$ cat src/rtl/cmd_pkg.sv
// Shared definitions for the GPIO command decoder: opcodes, FSM state
// encodings and the bit positions of the command and status words.
package cmd_pkg;

    // Command opcodes carried in the top bits of the command word
    localparam logic [2:0] OP_NOP     = 3'd0;
    localparam logic [2:0] OP_RESET   = 3'd1;
    localparam logic [2:0] OP_SET_LEN = 3'd2;
    localparam logic [2:0] OP_LOAD    = 3'd3;
    localparam logic [2:0] OP_DATA    = 3'd4;
    localparam logic [2:0] OP_START   = 3'd5;
    localparam logic [2:0] OP_READ    = 3'd6;
    localparam logic [2:0] OP_IDLE    = 3'd7;

    // Decoder FSM states; the encoding is visible in the status word
    typedef enum logic [1:0] {
        ST_IDLE = 2'd0,
        ST_LOAD = 2'd1,
        ST_RUN  = 2'd2,
        ST_DONE = 2'd3
    } state_t;

    // Command word fields
    localparam int CMD_OPC_HI = 31;
    localparam int CMD_OPC_LO = 29;
    localparam int CMD_STROBE = 28;

    // Status word fields
    localparam int STAT_STATE_HI = 31;
    localparam int STAT_STATE_LO = 30;
    localparam int STAT_EOP      = 29;
    localparam int STAT_ACK      = 28;
    localparam int STAT_ERR      = 27;
    localparam int STAT_BD       = 26;

endpackage

$ cat src/rtl/strobe_edge_det.sv
// Strobe toggle detector. Registers the previous strobe level and raises
// fire_o for one cycle per toggle. When the decoder is busy (block_i) the
// command word is parked in a one-deep holding register and replayed as soon
// as the block clears, so a toggle is never dropped.
module strobe_edge_det
    import cmd_pkg::*;
#(
    parameter int NB_GPIO = 32
) (
    input  logic               i_CLK,
    input  logic               i_reset,
    input  logic [NB_GPIO-1:0] gpio_data_i,
    input  logic               block_i,
    output logic               fire_o,
    output logic [NB_GPIO-1:0] cmd_o
);

    logic               strobe_q;
    logic               pend_q, pend_d;
    logic [NB_GPIO-1:0] cmd_q, cmd_d;
    logic               toggle;

    assign toggle = gpio_data_i[CMD_STROBE] ^ strobe_q;

    // Choose between a held command and a fresh toggle; park a toggle that
    // arrives while the decoder is blocked
    always_comb begin
        fire_o = 1'b0;
        cmd_o  = gpio_data_i;
        pend_d = pend_q;
        cmd_d  = cmd_q;
        if (pend_q) begin
            cmd_o  = cmd_q;
            fire_o = !block_i;
            if (!block_i) begin
                pend_d = toggle;
                cmd_d  = gpio_data_i;
            end
        end else begin
            fire_o = toggle && !block_i;
            if (toggle && block_i) begin
                pend_d = 1'b1;
                cmd_d  = gpio_data_i;
            end
        end
    end

    // Previous-strobe and holding registers; reset samples the live strobe so
    // no command fires when reset is released
    always_ff @(posedge i_CLK) begin
        if (i_reset) begin
            strobe_q <= gpio_data_i[CMD_STROBE];
            pend_q   <= 1'b0;
            cmd_q    <= '0;
        end else begin
            strobe_q <= gpio_data_i[CMD_STROBE];
            pend_q   <= pend_d;
            cmd_q    <= cmd_d;
        end
    end

endmodule

$ cat src/rtl/gpio_cmd_decoder.sv
// GPIO command decoder: turns strobed 32-bit command words from the
// processor into the load/SoP/valid/length levels for the convolution
// address FSM, presents pixel data, and reports state, ack, errors and
// read-back data on the GPIO input word.
//
// Handshake: the processor toggles bit 28 to issue one command and waits
// until the ack bit in o_gpio_data equals the strobe it sent; ack follows
// every completed command (for READ, only once the result is captured).
module gpio_cmd_decoder
    import cmd_pkg::*;
#(
    parameter int NB_GPIO      = 32,
    parameter int NB_IMAGE     = 10,
    parameter int NB_DATA      = 24,
    parameter int READ_LATENCY = 2
) (
    input  logic                i_CLK,
    input  logic                i_reset,
    input  logic [NB_GPIO-1:0]  i_gpio_data,
    input  logic                i_EoP,
    input  logic                i_changeBlock,
    input  logic [NB_DATA-1:0]  i_result,
    output logic [NB_GPIO-1:0]  o_gpio_data,
    output logic                o_load,
    output logic                o_SoP,
    output logic                o_valid,
    output logic [NB_IMAGE-1:0] o_imgLength,
    output logic [NB_DATA-1:0]  o_data,
    output logic                o_fsm_reset
);

    localparam int CNT_W = $clog2(READ_LATENCY + 1);

    state_t              state_q;
    logic                load_q;
    logic                sop_q;
    logic                valid_q;
    logic                fsm_rst_q;
    logic                ack_q;
    logic                err_q;
    logic                bd_q;
    logic                rd_ack_q;
    logic [CNT_W-1:0]    rd_cnt_q;
    logic [NB_IMAGE-1:0] img_len_q;
    logic [NB_DATA-1:0]  data_q;
    logic [NB_DATA-1:0]  result_q;

    logic                block;
    logic                fire;
    logic [NB_GPIO-1:0]  cmd;
    logic [2:0]          opcode;
    logic                cmd_strobe;
    logic [NB_DATA-1:0]  payload;
    logic                cmd_legal;
    logic                unused_cmd_bits;
    logic [NB_GPIO-1:0]  status;

    // Hold commands while a valid pulse is out (keeps pulses apart), while a
    // READ capture is outstanding, and while RUN is ending on i_EoP
    assign block = valid_q || (rd_cnt_q != '0) || ((state_q == ST_RUN) && i_EoP);

    strobe_edge_det #(
        .NB_GPIO (NB_GPIO)
    ) u_strobe (
        .i_CLK       (i_CLK),
        .i_reset     (i_reset),
        .gpio_data_i (i_gpio_data),
        .block_i     (block),
        .fire_o      (fire),
        .cmd_o       (cmd)
    );

    assign opcode          = cmd[CMD_OPC_HI:CMD_OPC_LO];
    assign cmd_strobe      = cmd[CMD_STROBE];
    assign payload         = cmd[NB_DATA-1:0];
    assign unused_cmd_bits = ^cmd[CMD_STROBE-1:NB_DATA];

    // Classify the command against the current state
    always_comb begin
        cmd_legal = 1'b1;
        case (opcode)
            OP_SET_LEN, OP_START, OP_LOAD: cmd_legal = (state_q == ST_IDLE);
            OP_DATA:                       cmd_legal = (state_q == ST_LOAD);
            OP_READ:                       cmd_legal = i_EoP;
            default:                       cmd_legal = 1'b1;
        endcase
    end

    // Decoder FSM, command execution, read capture and status flags
    always_ff @(posedge i_CLK) begin
        if (i_reset) begin
            state_q   <= ST_IDLE;
            load_q    <= 1'b0;
            sop_q     <= 1'b0;
            valid_q   <= 1'b0;
            fsm_rst_q <= 1'b0;
            // ack starts equal to the live strobe so the processor does not
            // see an outstanding command after reset
            ack_q     <= i_gpio_data[CMD_STROBE];
            err_q     <= 1'b0;
            bd_q      <= 1'b0;
            rd_ack_q  <= 1'b0;
            rd_cnt_q  <= '0;
            img_len_q <= '0;
            data_q    <= '0;
            result_q  <= '0;
        end else begin
            valid_q   <= 1'b0;
            fsm_rst_q <= 1'b0;

            case (state_q)
                ST_RUN: begin
                    if (i_EoP) begin
                        state_q <= ST_DONE;
                        sop_q   <= 1'b0;
                    end
                end
                ST_DONE: state_q <= ST_IDLE;
                default: ;
            endcase

            if (rd_cnt_q != '0) begin
                rd_cnt_q <= rd_cnt_q - CNT_W'(1);
                if (rd_cnt_q == CNT_W'(1)) begin
                    result_q <= i_result;
                    ack_q    <= rd_ack_q;
                end
            end

            if (fire) begin
                if (!cmd_legal) begin
                    err_q <= 1'b1;
                    ack_q <= cmd_strobe;
                end else begin
                    if (opcode != OP_READ) begin
                        ack_q <= cmd_strobe;
                    end
                    case (opcode)
                        OP_NOP: ;
                        OP_RESET: begin
                            fsm_rst_q <= 1'b1;
                            state_q   <= ST_IDLE;
                            load_q    <= 1'b0;
                            sop_q     <= 1'b0;
                            img_len_q <= '0;
                            data_q    <= '0;
                            result_q  <= '0;
                            err_q     <= 1'b0;
                            bd_q      <= 1'b0;
                        end
                        OP_SET_LEN: img_len_q <= payload[NB_IMAGE-1:0];
                        OP_LOAD: begin
                            state_q <= ST_LOAD;
                            load_q  <= 1'b1;
                            bd_q    <= 1'b0;
                        end
                        OP_DATA: begin
                            data_q  <= payload;
                            valid_q <= 1'b1;
                        end
                        OP_START: begin
                            state_q <= ST_RUN;
                            sop_q   <= 1'b1;
                        end
                        OP_READ: begin
                            valid_q  <= 1'b1;
                            rd_cnt_q <= CNT_W'(READ_LATENCY);
                            rd_ack_q <= cmd_strobe;
                            bd_q     <= 1'b0;
                        end
                        OP_IDLE: begin
                            if (state_q == ST_LOAD) begin
                                state_q <= ST_IDLE;
                                load_q  <= 1'b0;
                            end
                        end
                        default: ;
                    endcase
                end
            end

            // A block-done arriving with a clearing command still registers
            if (i_changeBlock) begin
                bd_q <= 1'b1;
            end
        end
    end

    // Assemble the status word returned to the processor
    always_comb begin
        status                             = '0;
        status[STAT_STATE_HI:STAT_STATE_LO] = state_q;
        status[STAT_EOP]                   = i_EoP;
        status[STAT_ACK]                   = ack_q;
        status[STAT_ERR]                   = err_q;
        status[STAT_BD]                    = bd_q;
        status[NB_DATA-1:0]                = result_q;
    end

    assign o_gpio_data = status;
    assign o_load      = load_q;
    assign o_SoP       = sop_q;
    assign o_valid     = valid_q;
    assign o_imgLength = img_len_q;
    assign o_data      = data_q;
    assign o_fsm_reset = fsm_rst_q;

endmodule

$ cat config.mk
export PLATFORM = sky130hd
export DESIGN_NAME = gpio_cmd_decoder
export DESIGN_NICKNAME = d
export VERILOG_FILES = /design/src/rtl/cmd_pkg.sv /design/src/rtl/strobe_edge_det.sv /design/src/rtl/gpio_cmd_decoder.sv
export SDC_FILE = /design/constraint.sdc
export NUM_CORES = 1
export LEC_CHECK = 0
export ABC_AREA = 1
export ABC_CLOCK_PERIOD_IN_PS = 3300
export CORE_MARGIN = 5
export CORE_UTILIZATION = 48
export CTS_CLUSTER_DIAMETER = 120
export DETAILED_ROUTE_END_ITERATION = 10
export PLACE_DENSITY = 0.83
export REMOVE_ABC_BUFFERS = 1
export SETUP_SLACK_MARGIN = 0.02
export SYNTH_ARGS = -nofsm -noshare
export SYNTH_HDL_FRONTEND = slang
export SYNTH_HIERARCHICAL = 1
export SYNTH_SLANG_ARGS = --single-unit
export TNS_END_PERCENT = 50
$ cat constraint.sdc
create_clock -name i_CLK -period 3.3 [get_ports i_CLK]
set_input_delay 0.495 -clock i_CLK [delete_from_list [all_inputs] [get_ports i_CLK]]
set_output_delay 0.495 -clock i_CLK [all_outputs]
set_load 0.01 [all_outputs]
* Word level (Yosys, flattened, before mapping)
Cells that the tools add are included.
** Operators by class
- $add $sub $neg :: 1
- Equality and inequality tests :: 15
- Mux-type cells :: 47
- Bitwise gates (word level) :: 3
- Reductions and logical operators :: 26
** Operators by type and width (count)
- $mux 32 :: 4
- $mux 24 :: 5
- $pmux 24 s2 :: 1
- $mux 1 :: 23
- $pmux 10 s2 :: 1
- $mux 2 :: 8
- $reduce_bool 2->1 :: 7
- $eq 3x3->1 const B :: 4
- $reduce_and 3->1 :: 4
- $reduce_or 3->1 :: 3
- $pmux 2 s4 :: 1
- $eq 3x2->1 const B :: 2
- $pmux 1 s3 :: 2
- $eq 2x1->1 const B :: 2
- $eq 2x2->1 const B :: 2
- $ne 2x2->1 const B :: 2
- $pmux 2 s2 :: 1
- $reduce_and 2->1 :: 2
- $reduce_and 4->1 :: 1
- $eq 3x1->1 const B :: 1
- $logic_and 1x1->1 :: 3
- $ne 3x3->1 const B :: 1
- $reduce_bool 3->1 :: 1
- $logic_not 2->1 :: 1
- other kinds (8) :: 10
** Word-level totals
- Register bits after elaboration :: 104
- Output and inout bits :: 70

* Depth between registers and ports, before layout
Gate-level depths: netlist (run 1).
- Word-level depth :: 8
- Mapped depth :: 15
- Depth with buffers taken out :: 12

* Cells and area by module
Netlist (run 1), hierarchy kept.
** By module, submodules not included
- gpio_cmd_decoder :: times used 1, cells an instance 383, area an instance 2951.6 um^2, sequential area each 1401.3 um^2
- strobe_edge_det :: times used 1, cells an instance 298, area an instance 1820.5 um^2, sequential area each 680.7 um^2

* Least setup slack after synthesis (run 1)
OpenSTA, ideal clock, no wires.
- Path kind :: register to register
- Start point :: register rd_cnt_q[0]
- End point :: register img_len_q[0] (netlist: o_imgLength[0])
- Arrival :: 2.235 ns
- Data required time :: 3.187 ns
- Slack :: 0.952 ns
- Stages on the path, launching flop included :: 15
- Path buffers :: 4
- Cell sequence :: dfxtp_1 -> clkbuf_1 -> buf_1 -> nor3_1 -> nand2_1 -> inv_2 -> nand2_1 -> buf_2 -> o21ai_0 -> inv_1 -> a21oi_1 -> and2_4 -> buf_4 -> nor2_1 -> nor2_1
** Between the ends
- Cells in the longest elaborated chain, start to end :: 7
** RTL lines
- from (decl) :: line gpio_cmd_decoder.sv:43 : logic [CNT_W-1:0] rd_cnt_q;
- from (signal assigned) :: line gpio_cmd_decoder.sv:123 : rd_cnt_q <= rd_cnt_q - CNT_W'(1);
- from (signal assigned) :: line gpio_cmd_decoder.sv:167 : rd_cnt_q <= CNT_W'(READ_LATENCY);
- $reduce_bool 2->1 (*) :: line gpio_cmd_decoder.sv:60 : assign block = valid_q || (rd_cnt_q != '0) || ((state_q == ST_RUN) && i_EoP);
- $logic_or 1x1->1 (*) (2 in series) :: line gpio_cmd_decoder.sv:60
- via block :: line gpio_cmd_decoder.sv:48 : logic block;
- $logic_not 1->1 (*) :: line strobe_edge_det.sv:34, strobe_edge_det.sv:40
- $logic_and 1x1->1 :: line strobe_edge_det.sv:40 : fire_o = toggle && !block_i;
- $mux 1 (*) :: line strobe_edge_det.sv:32 : if (pend_q) begin
- via fire :: line gpio_cmd_decoder.sv:49 : logic fire;
- $reduce_and 3->1 (no source line) (*)
- to (signal assigned) :: line gpio_cmd_decoder.sv:151 : OP_SET_LEN: img_len_q <= payload[NB_IMAGE-1:0];
- to (decl) :: line gpio_cmd_decoder.sv:44 : logic [NB_IMAGE-1:0] img_len_q;
Mark *: on every way through the listed nets, which the timed path passes. The rest lies on a longest branch.
A chain may end at the register's enable or synchronous reset.

* Final worst setup path (run 1)
- Start point :: register u_strobe.pend_q
- End point :: register img_len_q[9] (netlist: o_imgLength[9])
** Between the ends
- Cells in the longest elaborated chain, start to end :: 5
- Elaborated cells on any way between the ends :: 13
** RTL lines
- from (decl) :: line strobe_edge_det.sv:19 : logic pend_q, pend_d;
- from (signal assigned) :: line strobe_edge_det.sv:57 : pend_q <= pend_d;
- $mux 32 (*) :: line strobe_edge_det.sv:32
- via cmd[30] :: line gpio_cmd_decoder.sv:50 : logic [NB_GPIO-1:0] cmd;
- $eq 3x2->1, or another cell as far along :: line gpio_cmd_decoder.sv:81, gpio_cmd_decoder.sv:138
- $reduce_or 3->1 :: line gpio_cmd_decoder.sv:81 : case (opcode)
- $pmux 1 s3 :: line gpio_cmd_decoder.sv:81
- $reduce_and 3->1 (no source line)
Marks and branches as above.

==> results.cfg, run 1 <==
[run_status]
status = finished, final reports clean

[synthesis]
synth_warnings = 6
syn_area_per_cell_um2 = 7.052
synthesis.instances = 649
synth_area_um2 = 4577

[grt]
grt_max_degree = 31
first_global_vias = 4366
grt_pass1_wl_mm = 19.95
globalRouteOverflowTotal = 0
antenna_found_initial = 0
grt_util_all_layers_pct = 20.87

[cells_and_area]
area_growth_pct = 29.22
n_antenna_cell = 0
nNetsFinal = 803
fill_cells = 809
fin_util_pct = 63.71
drive_above_1_share_pct = 7.620

[route]
via_count = 4517
ant_nets = 0
routed_wl_mm = 12.03
viasPerCell = 5.151
drt_iter0_drc = 299
drc = 0
dr.pass1.iters = 5
avgRoutedWirePerCell_um = 13.72

[die]
start_util_pct = 49.30
die_x_um = 107.7
boundaryPins = 130
die_h_um = 107.7
rows = 35
die_area_um2 = 11590
core_um2 = 9284

[setup_path]
slowest_delay_ns = 0.57
arrival_ns = 3.16
required_ns = 3.56
path_buf_inv = 4
start_kind = flip-flop
path_cells = inv_2 > buf_4 > o21ai_0 > inv_1 > nand3_1 > nand3_1 > nand3_4 > buf_4 > and2_4 > nand2_1 > nand2_1 > nor2_1
crit_family = simple AND/OR/NAND/NOR gates
crit_slowest_cell = o21ai_0
r2r-start = u_strobe/pend_q
critPathCaptureType = flip-flop
crit_type = flip-flop to flip-flop
cp_max_fo = 26
startpoint = u_strobe/pend_q

[timing]
setup_ws_ns = 0.4061
final-hold-violation-count = 0
worstMarginPinSlew_ns = 0.9088
rsz0062_at_grt = no
fin_crit_sh_pct = 87.69
maxSlewViolCount = 0
finalSetupViolCount = 0
clock.fmax_mhz = 345.6
worst_hold_slack_ns = 0.4692
relSlewSlack_pct = 39.34
finClkSkew_ns = 0.01877
fin_setup_tns_ns = 0
finalCriticalPeriod_ns = 2.894

[clocking]
cts_made_buffers = 9
cts.sinks = 100
cts_resized = 0
post_cts_buffers = 0
cts_tree = yes
clk_pin_slew_ns = 0.10
h-tree-depth = 3
ctsRootBufferMaster = clkbuf_8
holdBufCountCts = 0
clkLatencyLatePin_ns = 0.37
clk_path_buf_depth = 2

[pwr]
power_density_nw_per_um2 = 442.6
irDropWorstVdd_v = 0.0002472
p_leak_nw = 2.381
power_w = 0.002618

[place]
portBuffers = 123
gp_congestion = 0.8744
pre_cts_ws_ns = 0.4211
dpl.hpwl_mm = 8.496

[worst_hold_path]
hold_class = flip-flop to flip-flop
hp-start = o_load

[flow_run]
drv_cap = 0
-- cells in the final DEF, fill, tap and decap left out, types with 3 or more instances in the layout --
cell and count:
nor2_1 89, a21oi_2 18, nand2_1 171, inv_2 4, clkbuf_8 9, nand4_1 26
clkinv_1 3, buf_4 8, dfxtp_1 100, a21oi_1 37, clkdlybuf4s50_1 123, nand3_1 61
o21ai_0 28, inv_1 42
-- metrics by stage --
stage,instances,area [µm²]
detailed placement,861,5739
floorplan,601,4283
CTS,877,5914
finish,877,5914
global route,877,5914
global placement,861,5739
-- registers in the layout (all words and copies together) (netlist names), 2 cells and up --
register and count:
o_data 24, o_imgLength 10, rd_cnt_q 2, result_q 24, state_q 2, u_strobe/cmd_q 28
-- worst paths after layout --
path / endpoint / slack (ns) / depth (start not counted)
hold reg to reg: o_load / 0.47 / 2
setup / recovery: o_imgLength[9] / 0.41 / 12
hold / removal: o_load / 0.47 / 2
setup reg to reg: o_imgLength[9] / 0.41 / 12
-- power breakdown --
part,internal [W],total (W),switching (W),leakage (nW)
Combinational,0.000239,0.000577,0.000338,1.48
Sequential,0.00129,0.00132,0.0000319,0.812
Clock,0.000282,0.000722,0.000440,0.0872
-- worst reg2reg max path: stages (launching register included) --
cell and delay, ns:
dfxtp_1 0.47, inv_2 0.08, buf_4 0.21, o21ai_0 0.57
inv_1 0.17, nand3_1 0.13, nand3_1 0.15, nand3_4 0.18
buf_4 0.31, and2_4 0.33, nand2_1 0.07, nand2_1 0.07
nor2_1 0.05
-- area by class of cell --
class | count | area [µm²] | share of cell area, %
Multi-Input combinational cell | 452 | 2101 | 35.52
Sequential cell | 100 | 2002 | 33.85
Timing Repair Buffer | 131 | 1291 | 21.83
Tap cell | 129 | 161.4 | 2.729
Clock inverter | 6 | 47.55 | 0.8039
Inverter | 49 | 183.9 | 3.110
Clock buffer | 10 | 127.6 | 2.158
-- routing by layer --
layer	wire (µm)	vias to the layer above	global-route usage, %	part of all wire, %
li1	-	2266	-	-
met1	5247	2067	26.04	44
met2	5571	164	34.64	46
met3	975	20	5.339	8.1
met4	237	0	7.755	2.0
met5	0	-	0	0
Note: power is estimated with default switching activity, not from simulation.
==> inputs of run 2 (changes only) <==
Settings changed: CORE_MARGIN 5 to 4.
==> results.cfg, run 2 (same netlist as run 1, synthesis figures left out) <==
[cells_and_area]
multi_input_comb_area_um2 = 2101
fill_cells = 797
final_common_cell = nand2_1
seqCellArea_um2 = 2002
drive_above_1_share_pct = 7.867
n_antenna_cell = 0
largest_reg_flops = 28
nNetsFinal = 805
layout_common_cells = 171 x nand2_1, 123 x clkdlybuf4s50_1, 100 x dfxtp_1, 89 x nor2_1, 61 x nand3_1
fin_area_um2 = 5979
regMostFlops = u_strobe/cmd_q
area_growth_pct = 30.65

[timing]
rsz0062_at_grt = no
fin_setup_tns_ns = 0
relSlewSlack_pct = 37.58
final-hold-violation-count = 0
finalCriticalPeriod_ns = 2.882
fin_crit_sh_pct = 87.33
setup_ws_ns = 0.4181
worstMarginPinSlew_ns = 0.9352
maxSlewViolCount = 0
finClkSkew_ns = 0.01618
finalSetupViolCount = 0
clock.fmax_mhz = 347.0

[route]
ant_nets = 0
drc = 0
avgRoutedWirePerCell_um = 14.20
routed_wl_mm = 12.48
dr.pass1.iters = 7
viasPerCell = 5.175
via_count = 4549
drt_iter0_drc = 300

[place]
placed_area_um2 = 5754
pre_cts_ws_ns = 0.4012
gp_congestion = 0.8543
portBuffers = 123
dpl.hpwl_mm = 8.685

[clocking]
cts_tree = yes
clk_pin_slew_ns = 0.11
cts.sinks = 100
holdBufCountCts = 0
post_cts_buffers = 0
clkLatencyLatePin_ns = 0.37
h-tree-depth = 3
cts_resized = 0
cts_made_buffers = 9
ctsRootBufferMaster = clkbuf_8
clk_path_buf_depth = 2

[die]
boundaryPins = 130
die_area_um2 = 11160
rows = 35
core_um2 = 9240
die_x_um = 105.7
die_h_um = 105.7
start_util_pct = 49.53

[setup_path]
path_cells = inv_2 > buf_4 > o21ai_0 > inv_1 > nand3_1 > nand2_1 > nand2_1 > nand3_4 > nand2_2 > nand2_1 > a21oi_1
startpoint = u_strobe/pend_q
crit_slowest_cell = o21ai_0
r2r-start = u_strobe/pend_q
path_common_cell = nand2_1
worstReg2RegEnd = o_data[4]
crit_type = flip-flop to flip-flop
slowest_delay_ns = 0.54
required_ns = 3.58
start_kind = flip-flop
cp_max_fo = 27
crit_family = simple AND/OR/NAND/NOR gates
path_buf_inv = 3
arrival_ns = 3.16
reg2regPathDepth = 11
reg2reg_slack_ns = 0.42
critPathCaptureType = flip-flop

[run_status]
status = finished, final reports clean

[pwr]
p_leak_nw = 2.416
power_density_nw_per_um2 = 466.1
irDropWorstVdd_v = 0.0002386

[grt]
first_global_vias = 4390
grt_util_all_layers_pct = 21.87
grt_pass1_wl_mm = 20.34
antenna_found_initial = 0
grt_max_degree = 29
globalRouteOverflowTotal = 0

[worst_hold_path]
hold_class = flip-flop to flip-flop
holdPathStages = 2
whs_endpoint = o_data[7]
hp-start = o_data[7]

[flow_run]
drv_cap = 0
[run 2: layout make-up]
type,instances,area share (%)
clock buffers,10,2.134
clock inverters,6,1.632
inverters,49,3.076
multi-input cells,452,35.13
flip-flops and latches,100,33.48
well taps,129,2.699
repair buffers,133,21.85
[run 2: through the flow]
step / hold slack, ns / instances / total power, W / util (%)
finish: 0.4722 / 879 / 0.002787 / 64.71
global route: 0.4955 / 879 / 0.002927 / 64.71
CTS: 0.4752 / 879 / 0.002794 / 64.71
detailed placement: 0.4593 / 863 / 0.001928 / 62.27
global placement: 0.4480 / 863 / 0.001904 / 62.27
floorplan: 0.4565 / 601 / 0.001669 / -
[run 2: worst max path at each step]
stage / to / slack [ns] / cells after the start
4_1_cts: o_data[4] / 0.44 / 11
5_1_grt: o_data[4] / 0.11 / 11
2_1_floorplan: o_data[0] / -0.43 / 8
6_report: o_data[4] / 0.42 / 11
3_5_place_dp: o_data[4] / 0.40 / 9
3_3_place_gp: o_data[6] / 0.48 / 9
[run 2: power by group]
| part | total [W] | internal (W) | switching [W] |
|---|---|---|---|
| Sequential | 0.00132 | 0.00129 | 0.0000327 |
| Combinational | 0.000588 | 0.000241 | 0.000347 |
| Clock | 0.000880 | 0.000437 | 0.000442 |
[run 2: worst reg2reg max path: cells and delay by family, from the launching register on]
family / cells / cell delay, ns
AND/OR/NAND/NOR: 6 / 1.14
AO/OA/AOI/OAI: 2 / 0.75
buffers and inverters: 3 / 0.48
flip-flops: 1 / 0.45
[run 2: per-layer routing]
layer / up-vias / GRT usage, % / share of wire, %
li1: 2268 / - / -
met1: 2059 / 27.02 / 42
met2: 201 / 37.80 / 48
met3: 21 / 4.899 / 7.9
met4: 0 / 6.938 / 1.4
met5: - / 0 / 0
